[src/rtl/wb_arb_pkg.sv]
// Shared types and constants for the two-master Wishbone arbiter in front of
// the PWM register interface.
package wb_arb_pkg;

    localparam int unsigned ADR_W = 16;
    localparam int unsigned DAT_W = 16;

    typedef enum logic [1:0] {
        ST_IDLE = 2'd0,
        ST_GNT0 = 2'd1,
        ST_GNT1 = 2'd2
    } arb_state_e;

    localparam logic [1:0] GNT_NONE = 2'b00;
    localparam logic [1:0] GNT_M0   = 2'b01;
    localparam logic [1:0] GNT_M1   = 2'b10;

    // Register offsets of the PWM register interface behind the arbiter
    localparam logic [ADR_W-1:0] CTRL   = 16'h0000;
    localparam logic [ADR_W-1:0] DIV    = 16'h0002;
    localparam logic [ADR_W-1:0] PERIOD = 16'h0004;
    localparam logic [ADR_W-1:0] DC     = 16'h0006;

    typedef struct packed {
        logic             we;
        logic [ADR_W-1:0] adr;
        logic [DAT_W-1:0] data;
    } wb_req_t;

endpackage

[src/rtl/wb_arbiter_if.sv]
// One Wishbone link (request + ack); used for each master port and the slave port.
interface wb_arbiter_if;
    import wb_arb_pkg::*;

    logic             cyc;
    logic             stb;
    logic             we;
    logic [ADR_W-1:0] adr;
    logic [DAT_W-1:0] data;
    logic             ack;

    modport master (output cyc, stb, we, adr, data, input ack);
    modport slave  (input cyc, stb, we, adr, data, output ack);

endinterface

[src/rtl/wb_arb_timeout.sv]
// Stall counter for the granted strobe; expire_c flags the clock on which the
// bus is forced free because the slave never acked.
module wb_arb_timeout #(
    parameter int unsigned TIMEOUT_CYCLES = 16,
    parameter int unsigned TO_W           = 5
) (
    input  logic i_wb_clk,
    input  logic i_wb_rst,
    input  logic restart,
    input  logic stb,
    input  logic ack,
    output logic expire_c
);

    logic [TO_W-1:0] to_cnt;

    always_ff @(posedge i_wb_clk or posedge i_wb_rst) begin
        if (i_wb_rst) begin
            to_cnt <= '0;
        end else if (restart || !stb || ack) begin
            to_cnt <= '0;
        end else begin
            to_cnt <= to_cnt + TO_W'(1);
        end
    end

    assign expire_c = stb && !ack && (to_cnt == TO_W'(TIMEOUT_CYCLES - 1));

endmodule

[src/rtl/wb_arbiter.sv]
// Round-robin two-master Wishbone arbiter for the PWM register slave.
// Define WB_ARB_TIMEOUT_EN to add the stalled-slave timeout and per-master err.
module wb_arbiter
    import wb_arb_pkg::*;
#(
    parameter int unsigned TIMEOUT_CYCLES = 16,
    parameter int unsigned TO_W           = 5
) (
    input  logic         i_wb_clk,
    input  logic         i_wb_rst,
    wb_arbiter_if.slave  m0,
    wb_arbiter_if.slave  m1,
    wb_arbiter_if.master s,
    output logic         o_m0_err,
    output logic         o_m1_err,
    output logic [1:0]   o_gnt
);

    if (TIMEOUT_CYCLES >= (32'd1 << TO_W)) begin : g_bad_to_w
        $error("wb_arbiter: TO_W too narrow for TIMEOUT_CYCLES");
    end

    arb_state_e state_q, state_d;
    logic       rr_last_q, rr_last_d;
    logic       req0, req1;
    logic       to_expire;
    logic       sel_cyc, sel_stb;
    wb_req_t    sel;

`ifdef WB_ARB_TIMEOUT_EN
    logic [1:0] blk_q;
    logic       grant_change;

    assign grant_change = (state_d != state_q);

    wb_arb_timeout #(
        .TIMEOUT_CYCLES (TIMEOUT_CYCLES),
        .TO_W           (TO_W)
    ) u_timeout (
        .i_wb_clk (i_wb_clk),
        .i_wb_rst (i_wb_rst),
        .restart  (grant_change),
        .stb      (sel_stb),
        .ack      (s.ack),
        .expire_c (to_expire)
    );

    // A timed-out master stays blocked while it holds CYC until the other one is granted
    always_ff @(posedge i_wb_clk or posedge i_wb_rst) begin
        if (i_wb_rst) begin
            blk_q    <= 2'b00;
            o_m0_err <= 1'b0;
            o_m1_err <= 1'b0;
        end else begin
            blk_q[0] <= (blk_q[0] | (to_expire & o_gnt[0])) & m0.cyc & (state_q != ST_GNT1);
            blk_q[1] <= (blk_q[1] | (to_expire & o_gnt[1])) & m1.cyc & (state_q != ST_GNT0);
            o_m0_err <= to_expire & o_gnt[0];
            o_m1_err <= to_expire & o_gnt[1];
        end
    end

    assign req0 = m0.cyc & ~blk_q[0];
    assign req1 = m1.cyc & ~blk_q[1];
`else
    assign to_expire = 1'b0;
    assign req0      = m0.cyc;
    assign req1      = m1.cyc;
    assign o_m0_err  = 1'b0;
    assign o_m1_err  = 1'b0;
`endif

    // State register; rr_last resets to 1 so m0 wins the first tie
    always_ff @(posedge i_wb_clk or posedge i_wb_rst) begin
        if (i_wb_rst) begin
            state_q   <= ST_IDLE;
            rr_last_q <= 1'b1;
        end else begin
            state_q   <= state_d;
            rr_last_q <= rr_last_d;
        end
    end

    // Next state: grant held for the whole CYC, handover without an idle gap
    always_comb begin
        state_d   = state_q;
        rr_last_d = rr_last_q;
        unique case (state_q)
            ST_IDLE: begin
                if (req0 && req1) begin
                    state_d = rr_last_q ? ST_GNT0 : ST_GNT1;
                end else if (req0) begin
                    state_d = ST_GNT0;
                end else if (req1) begin
                    state_d = ST_GNT1;
                end
            end
            ST_GNT0: begin
                if (!m0.cyc || to_expire) begin
                    rr_last_d = 1'b0;
                    state_d   = m1.cyc ? ST_GNT1 : ST_IDLE;
                end
            end
            ST_GNT1: begin
                if (!m1.cyc || to_expire) begin
                    rr_last_d = 1'b1;
                    state_d   = m0.cyc ? ST_GNT0 : ST_IDLE;
                end
            end
            default: state_d = ST_IDLE;
        endcase
    end

    // Outputs: grant decode and granted-master request select
    always_comb begin
        o_gnt   = GNT_NONE;
        sel_cyc = 1'b0;
        sel_stb = 1'b0;
        sel     = '0;
        unique case (state_q)
            ST_GNT0: begin
                o_gnt    = GNT_M0;
                sel_cyc  = m0.cyc;
                sel_stb  = m0.stb;
                sel.we   = m0.we;
                sel.adr  = m0.adr;
                sel.data = m0.data;
            end
            ST_GNT1: begin
                o_gnt    = GNT_M1;
                sel_cyc  = m1.cyc;
                sel_stb  = m1.stb;
                sel.we   = m1.we;
                sel.adr  = m1.adr;
                sel.data = m1.data;
            end
            default: ;
        endcase
    end

    assign s.cyc  = sel_cyc;
    assign s.stb  = sel_stb & ~to_expire;
    assign s.we   = sel.we;
    assign s.adr  = sel.adr;
    assign s.data = sel.data;

    assign m0.ack = s.ack & o_gnt[0];
    assign m1.ack = s.ack & o_gnt[1];

endmodule

[src/flat_wrapper.sv]
// flat-port wrapper written by rule: the top's interface ports become plain ports
module wb_arbiter_flat import wb_arb_pkg::*;
#(
    parameter int unsigned TIMEOUT_CYCLES = 16,
    parameter int unsigned TO_W           = 5
)
  (i_wb_clk, i_wb_rst, o_m0_err, o_m1_err, o_gnt, m0_cyc, m0_stb, m0_we, m0_adr, m0_data, m0_ack, m1_cyc, m1_stb, m1_we, m1_adr, m1_data, m1_ack, s_cyc, s_stb, s_we, s_adr, s_data, s_ack);
  wb_arbiter_if m0_i ();
  wb_arbiter_if m1_i ();
  wb_arbiter_if s_i ();
  input  logic i_wb_clk;
  input  logic i_wb_rst;
  output logic o_m0_err;
  output logic o_m1_err;
  output logic [1:0] o_gnt;
  input wire logic [$bits(m0_i.cyc)-1:0] m0_cyc;
  input wire logic [$bits(m0_i.stb)-1:0] m0_stb;
  input wire logic [$bits(m0_i.we)-1:0] m0_we;
  input wire logic [$bits(m0_i.adr)-1:0] m0_adr;
  input wire logic [$bits(m0_i.data)-1:0] m0_data;
  output wire logic [$bits(m0_i.ack)-1:0] m0_ack;
  input wire logic [$bits(m1_i.cyc)-1:0] m1_cyc;
  input wire logic [$bits(m1_i.stb)-1:0] m1_stb;
  input wire logic [$bits(m1_i.we)-1:0] m1_we;
  input wire logic [$bits(m1_i.adr)-1:0] m1_adr;
  input wire logic [$bits(m1_i.data)-1:0] m1_data;
  output wire logic [$bits(m1_i.ack)-1:0] m1_ack;
  output wire logic [$bits(s_i.cyc)-1:0] s_cyc;
  output wire logic [$bits(s_i.stb)-1:0] s_stb;
  output wire logic [$bits(s_i.we)-1:0] s_we;
  output wire logic [$bits(s_i.adr)-1:0] s_adr;
  output wire logic [$bits(s_i.data)-1:0] s_data;
  input wire logic [$bits(s_i.ack)-1:0] s_ack;
  assign m0_i.cyc = m0_cyc;
  assign m0_i.stb = m0_stb;
  assign m0_i.we = m0_we;
  assign m0_i.adr = m0_adr;
  assign m0_i.data = m0_data;
  assign m0_ack = m0_i.ack;
  assign m1_i.cyc = m1_cyc;
  assign m1_i.stb = m1_stb;
  assign m1_i.we = m1_we;
  assign m1_i.adr = m1_adr;
  assign m1_i.data = m1_data;
  assign m1_ack = m1_i.ack;
  assign s_cyc = s_i.cyc;
  assign s_stb = s_i.stb;
  assign s_we = s_i.we;
  assign s_adr = s_i.adr;
  assign s_data = s_i.data;
  assign s_i.ack = s_ack;
  wb_arbiter #(.TIMEOUT_CYCLES(TIMEOUT_CYCLES), .TO_W(TO_W)) u_core (.i_wb_clk(i_wb_clk), .i_wb_rst(i_wb_rst), .m0(m0_i), .m1(m1_i), .s(s_i), .o_m0_err(o_m0_err), .o_m1_err(o_m1_err), .o_gnt(o_gnt));
endmodule
[config.mk]
export PLATFORM = sky130hd
export DESIGN_NAME = wb_arbiter_flat
export DESIGN_NICKNAME = d
export VERILOG_FILES = /design/src/rtl/wb_arb_pkg.sv /design/src/rtl/wb_arbiter_if.sv /design/src/rtl/wb_arb_timeout.sv /design/src/rtl/wb_arbiter.sv /design/src/flat_wrapper.sv
export SDC_FILE = /design/constraint.sdc
export NUM_CORES = 1
export LEC_CHECK = 0
export CAP_MARGIN = 10
export CELL_PAD_IN_SITES_DETAIL_PLACEMENT = 0
export CELL_PAD_IN_SITES_GLOBAL_PLACEMENT = 2
export CORE_ASPECT_RATIO = 0.5
export CORE_MARGIN = 10
export CORE_UTILIZATION = 12
export DETAILED_ROUTE_END_ITERATION = 10
export PLACE_DENSITY = 0.95
export REMOVE_ABC_BUFFERS = 1
export SLEW_MARGIN = 20
export SYNTH_ARGS = -nofsm -noshare
export SYNTH_HDL_FRONTEND = slang
export SYNTH_SLANG_ARGS = --single-unit
[constraint.sdc]
create_clock -name i_wb_clk -period 3.1 [get_ports i_wb_clk]
set_clock_uncertainty 0.05 [all_clocks]
set_input_delay 0.465 -clock i_wb_clk [delete_from_list [all_inputs] [get_ports i_wb_clk]]
set_output_delay 0.465 -clock i_wb_clk [all_outputs]
set_load 0.03 [all_outputs]
==> out/metrics.yaml <==
timing:
  drv_slew: 0
  setup_viol: 0
  whs_ps: 363.3
  period_needed_ps: 2827
  hold_violations: 0
  max_freq_mhz: 353.8
  period_share: 0.9118
  fin_tns_setup_ps: 0
  rsz0062_at_grt: "no"
detailed_routing:
  vias_per_cell: 3.968
  routedWlPerCell_um: 16.04
  firstDrtPassIters: 4
  final_antenna_net_count: 0
  vias: 1238
  wl_um: 5005
  first_iter_violations: 84
  post-route-drc-count: 0
clocking:
  cts_post_setup_buffers_inserted: 0
  cts_hold_buf: 0
  cts.path.max_buffers: 2
  clock_tree.root_cell: "clkbuf_16"
  cts_buffers: 3
  clkSinkCount: 3
  cts_tree: "yes"
  cts_resized: 0
  clk_latency_ps: 220
  htreeDepth: 1
  clk_pin_slew_ps: 30
worst_setup_path:
  cp_cell_sequence: "inv_1 > ha_1 > buf_4 > a22o_4 > and2_1 > clkdlybuf4s50_1"
  required_ps: 2580
  start_kind: "register"
  cp_num_buf_inv: 3
  crit_arrival_ps: 2310
  critPathSlowestCell: "clkdlybuf4s50_1"
  path_delay_family: "buffers and inverters"
  critPathKind: "register to primary output"
  worst-path-max-fanout: 39
  endpoint_kind: "primary output"
  critPathMaxStageDelay_ps: 670
power_and_ir_drop:
  p_sw_uw: 893.3
  p_leak_uw: 0.0007386
  power_frac_clock: 0.113
  peakVddDrop_mv: 0.4017
  combPwrFrac: 0.843
  p_per_area_mw_per_mm2: 847.2
  pwr-share-seq: 0.044
  switching_share: 0.4971
  p_int_uw: 903.5
grt:
  antenna_found_initial: 0
  grt_max_degree: 40
  gr-total-overflow: 0
  grt_use_total: 0.07920
  grt_pass1_wl_um: 7396
  grt_pass1_vias: 1298
placement:
  place_area_sq_mm: 0.002042
  routabilityCongestion: 0.6923
  numPortBuffers: 111
  dp_hpwl_um: 4084
cells_and_area:
  syn_to_final_growth_pct: 144.2
  multi_input_area_sq_um: 701.9
  final_nets: 300
  fillerInstances: 708
  drive_gt1_frac: 0.04545
  seqCellArea_sq_um: 76.32
  num_antenna_cells: 0
  final_cell_area_sq_mm: 0.002121
logic_synthesis:
  async_flop_share: 1.000
  synth-seq-cells: 3
  yosys_warnings: 0
  synth_area_sq_um: 868.3
  synthTopCellsByArea: "a22oi_1, nor2b_1, ha_1"
  synth_commonest_cells: "nor2b_1, a22oi_1, buf_2, ha_1, inv_1"
  synth_top_area_frac: 0.2939
  synth_ff_type: "dfrtp_1"
  ys_seq_area_frac: 0.08790
  synth_area_per_cell_sq_um: 7.551
  syn_inst: 115
  ys_types: 24
  synth_top_area_cell: "a22oi_1"
  synth.most_common_cell: "nor2b_1"
  synth-edff-count: 0
floorplanning:
  io_pins: 114
  die_h_um: 80.15
  core-area_sq_mm: 0.006858
  row_count: 21
  die_w_um: 140.3
  initial_utilization: 0.1266
  dieArea_sq_mm: 0.01125
hold_path:
  hold_class: "input pin to async pin"
run_status:
  outcome: "complete, no violations"
run:
  maxCapViolCount: 0
-- final timing paths --
| check | from | to | slack (ps) | depth (start not counted) |
|---|---|---|---|---|
| min | i_wb_rst | u_core.state_q[0]$_DFFE_PP0P_ | 360 | 2 |
| min reg2reg | u_core.state_q[1]$_DFFE_PP0P_ | u_core.state_q[1]$_DFFE_PP0P_ | 530 | 2 |
| max in group asynchronous | i_wb_rst | u_core.rr_last_q$_DFFE_PP1P_ | 2420 | 2 |
| min in group i_wb_clk | u_core.state_q[1]$_DFFE_PP0P_ | u_core.state_q[1]$_DFFE_PP0P_ | 530 | 2 |
| max | u_core.state_q[1]$_DFFE_PP0P_ | s_cyc | 270 | 6 |
| max reg2reg | u_core.state_q[1]$_DFFE_PP0P_ | u_core.state_q[1]$_DFFE_PP0P_ | 1390 | 5 |
-- flip-flops by register name (all words and copies together) (netlist names) --
name              flops
u_core.rr_last_q      1
u_core.state_q        2
-- routing by layer --
| layer | track usage | wire length (um) | vias up |
|---|---|---|---|
| li1 | - | - | 626 |
| met4 | 0.009221 | 0 | 0 |
| met3 | 0.01468 | 139 | 0 |
| met2 | 0.1724 | 3165 | 21 |
| met5 | 0 | 0 | - |
| met1 | 0.07776 | 1700 | 591 |
-- placed cells by master (no fill, tap or decap), types with 2 or more instances in the layout --
master | netlist | final
ha_1 | 6 | 6
o21ai_1 | 3 | 3
dfrtp_1 | 2 | 2
nor2b_1 | 36 | 36
clkbuf_16 | 0 | 3
a22oi_1 | 34 | 34
and2_1 | 3 | 3
conb_1 | 1 | 2
inv_1 | 4 | 4
o41ai_2 | 2 | 2
buf_4 | 3 | 3
clkdlybuf4s50_1 | 0 | 111
-- area by class of cell --
class                           count  share of cell area
Timing Repair Buffer              114              0.5345
Multi-Input combinational cell     95              0.3310
Tap cell                           92             0.05428
Clock buffer                        4             0.03717
Sequential cell                     3             0.03599
Inverter                            4            0.007080
-- metrics by stage --
step | utilization | power [uW] | setup slack (ps) | std cells
after global placement | 0.2978 | 1597 | 527.5 | 308
after CTS | 0.3093 | 1829 | 245.3 | 312
after global routing | 0.3093 | 1912 | 156.1 | 312
final | 0.3093 | 1797 | 273.4 | 312
after detailed placement | 0.2978 | 1616 | 486.7 | 308
after floorplan | - | 996.2 | 495.2 | 102
-- cells by family after synthesis --
| family | synth area share |
|---|---|
| DFF | 0.08790 |
| and+or+nand+nor | 0.3113 |
| adders and majority gates | 0.08645 |
| other | 0.004319 |
| AOI/OAI and AO/OA | 0.4020 |
| buffers and inverters | 0.1081 |
-- power by group through the flow --
stage	registers [uW]	logic, uW	clock network (uW)
final	78.5	1520	203
after global routing	81.1	1620	213
after CTS	78.0	1540	209
after detailed placement	78.0	1540	0
after global placement	77.1	1520	0
after floorplan	73.1	923	0
Power figures use the tool's default switching activity.
